## src/rtl/rpi_bus_pkg.sv

```systemverilog
// rpi_bus_pkg: shared tag/selection encodings and counter width for the RPi bus memory arbiter
package rpi_bus_pkg;
    localparam int SAT_WIDTH = 32;
    typedef enum logic [1:0] {TAG_NONE = 2'd0, TAG_HOST = 2'd1, TAG_LOCAL = 2'd2} tag_t;
    typedef enum logic [2:0] {SEL_NONE, SEL_FORCE, SEL_HW, SEL_HR, SEL_LOCAL} sel_t;
endpackage

```

## src/rtl/rpi_bus_saturating_counter.sv

```systemverilog
// rpi_bus_saturating_counter: event counter that sticks at all-ones
module rpi_bus_saturating_counter
    import rpi_bus_pkg::*;
(
    input  logic                 clock,
    input  logic                 reset,
    input  logic                 i_inc,
    output logic [SAT_WIDTH-1:0] o_count
);
    logic [SAT_WIDTH-1:0] r_count;
    always_ff @(posedge clock) begin
        if (reset) r_count <= '0;
        else if (i_inc && r_count != '1) r_count <= r_count + 1'b1;
    end
    assign o_count = r_count;
endmodule

```

## src/rtl/rpi_bus_memory_arbiter.sv

```systemverilog
// rpi_bus_memory_arbiter: shares one single-port RAM between the host bus (write capture + read prefetch) and a local requester
module rpi_bus_memory_arbiter
    import rpi_bus_pkg::*;
#(
    parameter int DATA_WIDTH     = 32,
    parameter int ADDRESS_DEPTH  = 14,
    parameter int LOCAL_MAX_WAIT = 4
) (
    input  logic                     clock,
    input  logic                     reset,
    input  logic                     host_write_strobe,
    input  logic [ADDRESS_DEPTH-1:0] host_address,
    input  logic [DATA_WIDTH-1:0]    host_write_data,
    output logic [DATA_WIDTH-1:0]    host_read_data,
    input  logic                     local_req,
    input  logic                     local_write,
    input  logic [ADDRESS_DEPTH-1:0] local_address,
    input  logic [DATA_WIDTH-1:0]    local_write_data,
    output logic                     local_grant,
    output logic [DATA_WIDTH-1:0]    local_read_data,
    output logic                     local_read_valid,
    output logic                     mem_enable,
    output logic                     mem_write,
    output logic [ADDRESS_DEPTH-1:0] mem_address,
    output logic [DATA_WIDTH-1:0]    mem_write_data,
    input  logic [DATA_WIDTH-1:0]    mem_read_data,
    output logic [SAT_WIDTH-1:0]     host_overrun_errors,
    output logic [SAT_WIDTH-1:0]     local_forced_slots
);
    localparam int WAIT_WIDTH = $clog2(LOCAL_MAX_WAIT + 1);
    localparam logic [WAIT_WIDTH-1:0] WAIT_MAX = WAIT_WIDTH'(LOCAL_MAX_WAIT);

    logic                     r_hw_pending;
    logic [ADDRESS_DEPTH-1:0] r_hw_address;
    logic [DATA_WIDTH-1:0]    r_hw_data;
    logic                     r_hr_stale;
    logic [ADDRESS_DEPTH-1:0] r_pf_address;
    tag_t                     r_tag;
    logic [WAIT_WIDTH-1:0]    r_wait;
    logic [DATA_WIDTH-1:0]    r_host_rdata;
    logic [DATA_WIDTH-1:0]    r_local_rdata;
    sel_t                     w_sel;
    logic                     w_local;
    logic                     w_host;
    logic                     w_wr_hit;
    logic                     w_capture;
    logic                     w_overrun;
    logic                     w_forced;

    // The prefetch is wanted whenever the host points elsewhere or the prefetched word went stale
    always_comb begin
        w_sel = SEL_NONE;
        if (reset) w_sel = SEL_NONE;
        else if (local_req && r_wait == WAIT_MAX) w_sel = SEL_FORCE;
        else if (r_hw_pending) w_sel = SEL_HW;
        else if (r_hr_stale || host_address != r_pf_address) w_sel = SEL_HR;
        else if (local_req) w_sel = SEL_LOCAL;
    end

    assign w_local          = w_sel == SEL_FORCE || w_sel == SEL_LOCAL;
    assign w_host           = w_sel == SEL_HW || w_sel == SEL_HR;
    assign w_forced         = w_sel == SEL_FORCE;
    assign mem_enable       = w_sel != SEL_NONE;
    assign mem_write        = w_local ? local_write : w_sel == SEL_HW;
    assign mem_address      = w_local ? local_address : w_sel == SEL_HW ? r_hw_address : w_sel == SEL_HR ? host_address : '0;
    assign mem_write_data   = w_local ? local_write_data : w_sel == SEL_HW ? r_hw_data : '0;
    assign local_grant      = w_local;
    assign w_wr_hit         = mem_write && mem_address == r_pf_address;
    assign w_capture        = r_tag == TAG_HOST && host_address == r_pf_address && !w_wr_hit;
    assign w_overrun        = host_write_strobe && r_hw_pending && w_sel != SEL_HW;
    assign host_read_data   = r_host_rdata;
    assign local_read_valid = !reset && r_tag == TAG_LOCAL;
    assign local_read_data  = local_read_valid ? mem_read_data : r_local_rdata;

    always_ff @(posedge clock) begin
        if (reset) begin
            r_hw_pending  <= 1'b0;
            r_hw_address  <= '0;
            r_hw_data     <= '0;
            r_hr_stale    <= 1'b1;
            r_pf_address  <= '0;
            r_tag         <= TAG_NONE;
            r_wait        <= '0;
            r_host_rdata  <= '0;
            r_local_rdata <= '0;
        end else begin
            r_hw_pending <= host_write_strobe || (r_hw_pending && w_sel != SEL_HW);
            if (host_write_strobe) begin
                r_hw_address <= host_address;
                r_hw_data    <= host_write_data;
            end
            r_hr_stale <= w_wr_hit || (r_hr_stale && w_sel != SEL_HR);
            if (w_sel == SEL_HR) r_pf_address <= host_address;
            r_tag <= w_sel == SEL_HR ? TAG_HOST : (w_local && !local_write) ? TAG_LOCAL : TAG_NONE;
            if (w_capture) r_host_rdata <= mem_read_data;
            if (r_tag == TAG_LOCAL) r_local_rdata <= mem_read_data;
            r_wait <= (!local_req || w_local) ? '0 : (w_host && r_wait != WAIT_MAX) ? r_wait + 1'b1 : r_wait;
        end
    end

    rpi_bus_saturating_counter u_overrun (
        .clock   (clock),
        .reset   (reset),
        .i_inc   (w_overrun),
        .o_count (host_overrun_errors)
    );

    rpi_bus_saturating_counter u_forced (
        .clock   (clock),
        .reset   (reset),
        .i_inc   (w_forced),
        .o_count (local_forced_slots)
    );
endmodule

```

## config.mk

```make
export PLATFORM = sky130hd
export DESIGN_NAME = rpi_bus_memory_arbiter
export DESIGN_NICKNAME = d
export VERILOG_FILES = /design/src/rtl/rpi_bus_pkg.sv /design/src/rtl/rpi_bus_saturating_counter.sv /design/src/rtl/rpi_bus_memory_arbiter.sv
export SDC_FILE = /design/constraint.sdc
export NUM_CORES = 1
export LEC_CHECK = 0
export CORE_ASPECT_RATIO = 0.6
export CORE_UTILIZATION = 48
export CTS_CLUSTER_SIZE = 16
export DETAILED_ROUTE_END_ITERATION = 10
export GPL_ROUTABILITY_DRIVEN = 0
export PLACE_DENSITY = 0.77
export SYNTH_ARGS = -nofsm -noshare
export SYNTH_HDL_FRONTEND = slang
export SYNTH_HIERARCHICAL = 1
export SYNTH_SLANG_ARGS = --single-unit
```

## constraint.sdc

```tcl
create_clock -name clock -period 5 [get_ports clock]
set_input_delay 1.25 -clock clock [delete_from_list [all_inputs] [get_ports clock]]
set_output_delay 1.25 -clock clock [all_outputs]
set_load 0.02 [all_outputs]
```

==> results.sh, run 1 <==
export IMPL_status="complete, no violations"
export IMPL_numCtsBuffers=17
export IMPL_io_pins=307
export IMPL_port_buffers=306
export IMPL_crit_top_cell="buf_12"
export IMPL_max_stage_delay_ns=0.44
export IMPL_num_antenna_cells=0
export IMPL_area_growth_pct=39.7
export IMPL_final_setup_tns_ns=0
export IMPL_h_tree_depth=4
export IMPL_cts_tree="built"
export IMPL_post_route_min_period_ns=4.85
export IMPL_rsz0062_at_grt="no"
export IMPL_drc_errors=0
export IMPL_async_reset_ff_share_pct=0
export IMPL_hold_depth=1
export IMPL_hold_violations=0
export IMPL_p_leak_nw=5.40
export IMPL_final_antenna_net_count=0
export IMPL_root_buffer="clkbuf_16"
export IMPL_worstPathCellList="clkdlybuf4s50_1, xor2_1, nor4_2, buf_4, nand4_1, a21oi_4, buf_12, buf_12, a22o_1, dlygate4sd2_1"
export IMPL_cts_max_path_buffers=2
export IMPL_path_max_fanout=24
export IMPL_grt_antenna_before_repair=0
export IMPL_peakVddDrop_uv=258
export IMPL_dpl_cell_count=1701
export IMPL_clk_latency_ns=0.44
export IMPL_hpwl_mm=24.6
export IMPL_grt_use_met2_pct=45.1
export IMPL_cp_start_kind="primary input"
export IMPL_row_count=41
export IMPL_timing_critical_path_arrival_ns=3.60
export IMPL_worstMarginPinSlew_ns=1.22
export IMPL_relSlewSlack_pct=18.2
export IMPL_synth_seq_area_share_pct=37.8
export IMPL_r2r_cells=9
export IMPL_syn_avg_cell_area_um2=8.90
export IMPL_clkSlewWorstSetupHoldPaths_ns=0.07
export IMPL_post_route_util_pct=68.6
export IMPL_grt_max_degree=66
export IMPL_syn_area_mm2=0.0103
export IMPL_fin_worst_skew_ns=0.0147
export IMPL_drive_gt1_share_pct=11.0
export IMPL_viasPerCell=6.13
export IMPL_grt_util_met1_pct=43.5
export IMPL_finalMaxSlewViolations=0
export IMPL_nets=1576
export IMPL_synth_edff_count=0
export IMPL_yosysWarnings=6
export IMPL_crit_family="buffers and inverters"
export IMPL_max_cap_violations=0
export IMPL_crit_required_ns=3.75
export IMPL_grt_ovfl_total=0
export IMPL_die_h_um=116
export IMPL_wirelength_mm=34.3
export IMPL_ys_types=56
export IMPL_die_x_um=191
export IMPL_wire_per_inst_um=19.8
export IMPL_crit_cells=10
export IMPL_core_area_mm2=0.0210
export IMPL_setup_violations_final=0
export IMPL_critical_path_class="primary input to output pin"
export IMPL_critPathBufInv=5
export IMPL_vias=10600
export IMPL_hold_path_class="flop to flop"
export IMPL_synth_ff_type="dfxtp_1"
export IMPL_layout_cells_non_filler=1734
export IMPL_top_usage_layer="met2"
export IMPL_first_iter_violations=1203
export IMPL_grt_use_met3_pct=8.30
export IMPL_start_util_pct=49.1
export IMPL_powerDensity_mw_per_mm2=236
export IMPL_cp_slowest_cell="clkdlybuf4s50_1"
export IMPL_min_period_over_period_pct=97.1
export IMPL_first_pass_iters=5
export IMPL_die_area_mm2=0.0221
export IMPL_ys_seq_elements=195
export IMPL_max_freq_mhz=206
export IMPL_fillers=1736
export IMPL_cp_end_kind="output pin"
export IMPL_grt_pass1_wl_mm=52.7
export IMPL_netlist_instances=1160
export IMPL_fin_hold_ws_ns=0.448
export IMPL_first_global_vias=9428
export IMPL_syn_num_nets=1293
export IMPL_cts_sinks=195
export IMPL_grt_usage_pct=30.5
## stage by stage
step                cell area [µm²]  worst slack [ns]  total power [mW]
floorplan                     10300             0.167              1.87
global placement              13900            -0.103              2.11
detailed placement            13900            -0.185              2.12
CTS                           14400            0.0118              3.42
global route                  14400           0.00722              3.52
finish                        14400             0.146              3.40
## logic make-up after synthesis
logic type / share of synthesized area (%)
flip-flops: 37.8
AO/OA/AOI/OAI: 25.0
multiplexers: 8.77
buffers and inverters: 4.88
XOR/XNOR: 3.31
adder cells (fa/ha/maj): 0.485
AND/OR/NAND/NOR: 19.8
## cells in the mapped netlist (4+ instances only)
master | number | area, µm²
dfxtp_1 | 195 | 3900
a31o_2 | 7 | 61.3
a21o_1 | 7 | 52.6
buf_1 | 7 | 26.3
nor3_1 | 5 | 25.0
nor4_2 | 5 | 62.6
xor2_1 | 17 | 149
nand3_1 | 36 | 180
o21ai_0 | 23 | 115
nor2_1 | 87 | 327
and4_1 | 8 | 70.1
clkbuf_1 | 83 | 312
nand4_1 | 26 | 163
nand2_1 | 73 | 274
a31oi_1 | 6 | 37.5
or4_1 | 24 | 180
mux2i_1 | 50 | 500
nand2b_1 | 6 | 37.5
a21oi_1 | 52 | 260
inv_1 | 27 | 101
buf_2 | 13 | 65.1
a22o_1 | 78 | 683
or3_1 | 21 | 131
mux2_2 | 34 | 383
nor4_1 | 12 | 75.1
nor3b_1 | 36 | 270
and2_1 | 4 | 25.0
ha_1 | 4 | 50.1
a222oi_1 | 6 | 60.1
xnor2_1 | 22 | 193
a221oi_1 | 4 | 35.0
o31ai_1 | 58 | 435
a32oi_1 | 34 | 298
and3_1 | 10 | 62.6
a22oi_1 | 8 | 60.1
nor2b_1 | 7 | 43.8
a2111oi_0 | 4 | 35.0
o311ai_1 | 29 | 254
## final timing paths
kind / startpoint / endpoint / slack (ns)
worst max register to register: r_hw_pending$_SDFF_PP0_ / host_read_data[1]$_SDFFE_PP0P_ / 1.40
worst max-delay path: host_address[4] / mem_write_data[20] / 0.15
worst min register to register: r_wait[0]$_SDFFE_PP0P_ / r_wait[0]$_SDFFE_PP0P_ / 0.45
worst min-delay path: r_wait[0]$_SDFFE_PP0P_ / r_wait[0]$_SDFFE_PP0P_ / 0.45
## where the power goes
group          total [mW]  internal, mW  switching, mW  leakage [nW]
registers            1.63          1.59         0.0407          1.58
logic               0.457         0.214          0.243          3.55
clock network        1.31         0.709          0.606         0.266
## cell type report
class	instances	area (µm²)	area share, %
Clock buffer	22	464	3.22
Tap cell	279	349	2.42
Timing Repair Buffer	367	3550	24.6
Inverter	27	101	0.703
Clock inverter	9	82.6	0.572
Sequential cell	195	3900	27.1
Multi-Input combinational cell	835	5970	41.4
## sequential cells by signal, indices dropped and copies added, names as in the netlist
name	flops
host_read_data	32
r_local_rdata	32
r_wait	3
r_tag	2
r_hw_pending	1
r_hr_stale	1
r_pf_address	14
u_overrun/o_count	32
r_hw_address	14
r_hw_data	32
u_forced/o_count	32
## layer usage
| layer | part of all wire, % | routed length [µm] |
|---|---|---|
| met3 | 9.5 | 3250 |
| met2 | 44 | 15000 |
| met1 | 45 | 15400 |
| met4 | 1.7 | 572 |
| met5 | 0 | 0 |
## worst reg2reg max path, delay by kind of cell, from the launching register on
kind | cells | cell delay [ns]
AOI/OAI and AO/OA | 3 | 0.82
buffers and inverters | 2 | 0.58
DFF | 1 | 0.88
and+or+nand+nor | 4 | 1.23
## placed cells by master, fill, tap and decap left out, types with 9 or more instances in the layout
cell and n:
clkbuf_16 17, mux2i_1 50, mux2_2 34, o311ai_1 29
nand2_1 73, and3_1 9, o31ai_1 58, dlymetal6s2s_1 10
nand3_1 36, nand4_1 26, a22o_1 78, or4_1 24
nor3b_1 36, nor2_1 86, xnor2_1 22, buf_4 57
clkdlybuf4s50_1 256, or3_1 20, nor4_1 10, o21ai_0 23
a32oi_1 34, inv_1 26, xor2_1 17, dfxtp_1 195
dlygate4sd2_1 38, a21oi_1 50
## repair_timing
item / 4_1_cts / 5_1_grt
resized for setup: 39 / 10
pin swaps: 4 / 0
setup buffers: 2 / 0
setup endpoints to repair: 48 / 10
gates cloned: 0 / 0
hold buffers: 0 / 0
Note: power is estimated with default switching activity, not from simulation.
==> run 2: changes to the inputs <==
--- a/config.mk
+++ b/config.mk
@@ -7,6 +7,7 @@
 export LEC_CHECK = 0
 export CORE_ASPECT_RATIO = 0.6
 export CORE_UTILIZATION = 48
+export CTS_CLUSTER_DIAMETER = 50
 export CTS_CLUSTER_SIZE = 16
 export DETAILED_ROUTE_END_ITERATION = 10
 export GPL_ROUTABILITY_DRIVEN = 0
==> results of run 2 <==
The final DEF is identical to that of run 1; final timing and power are the same.
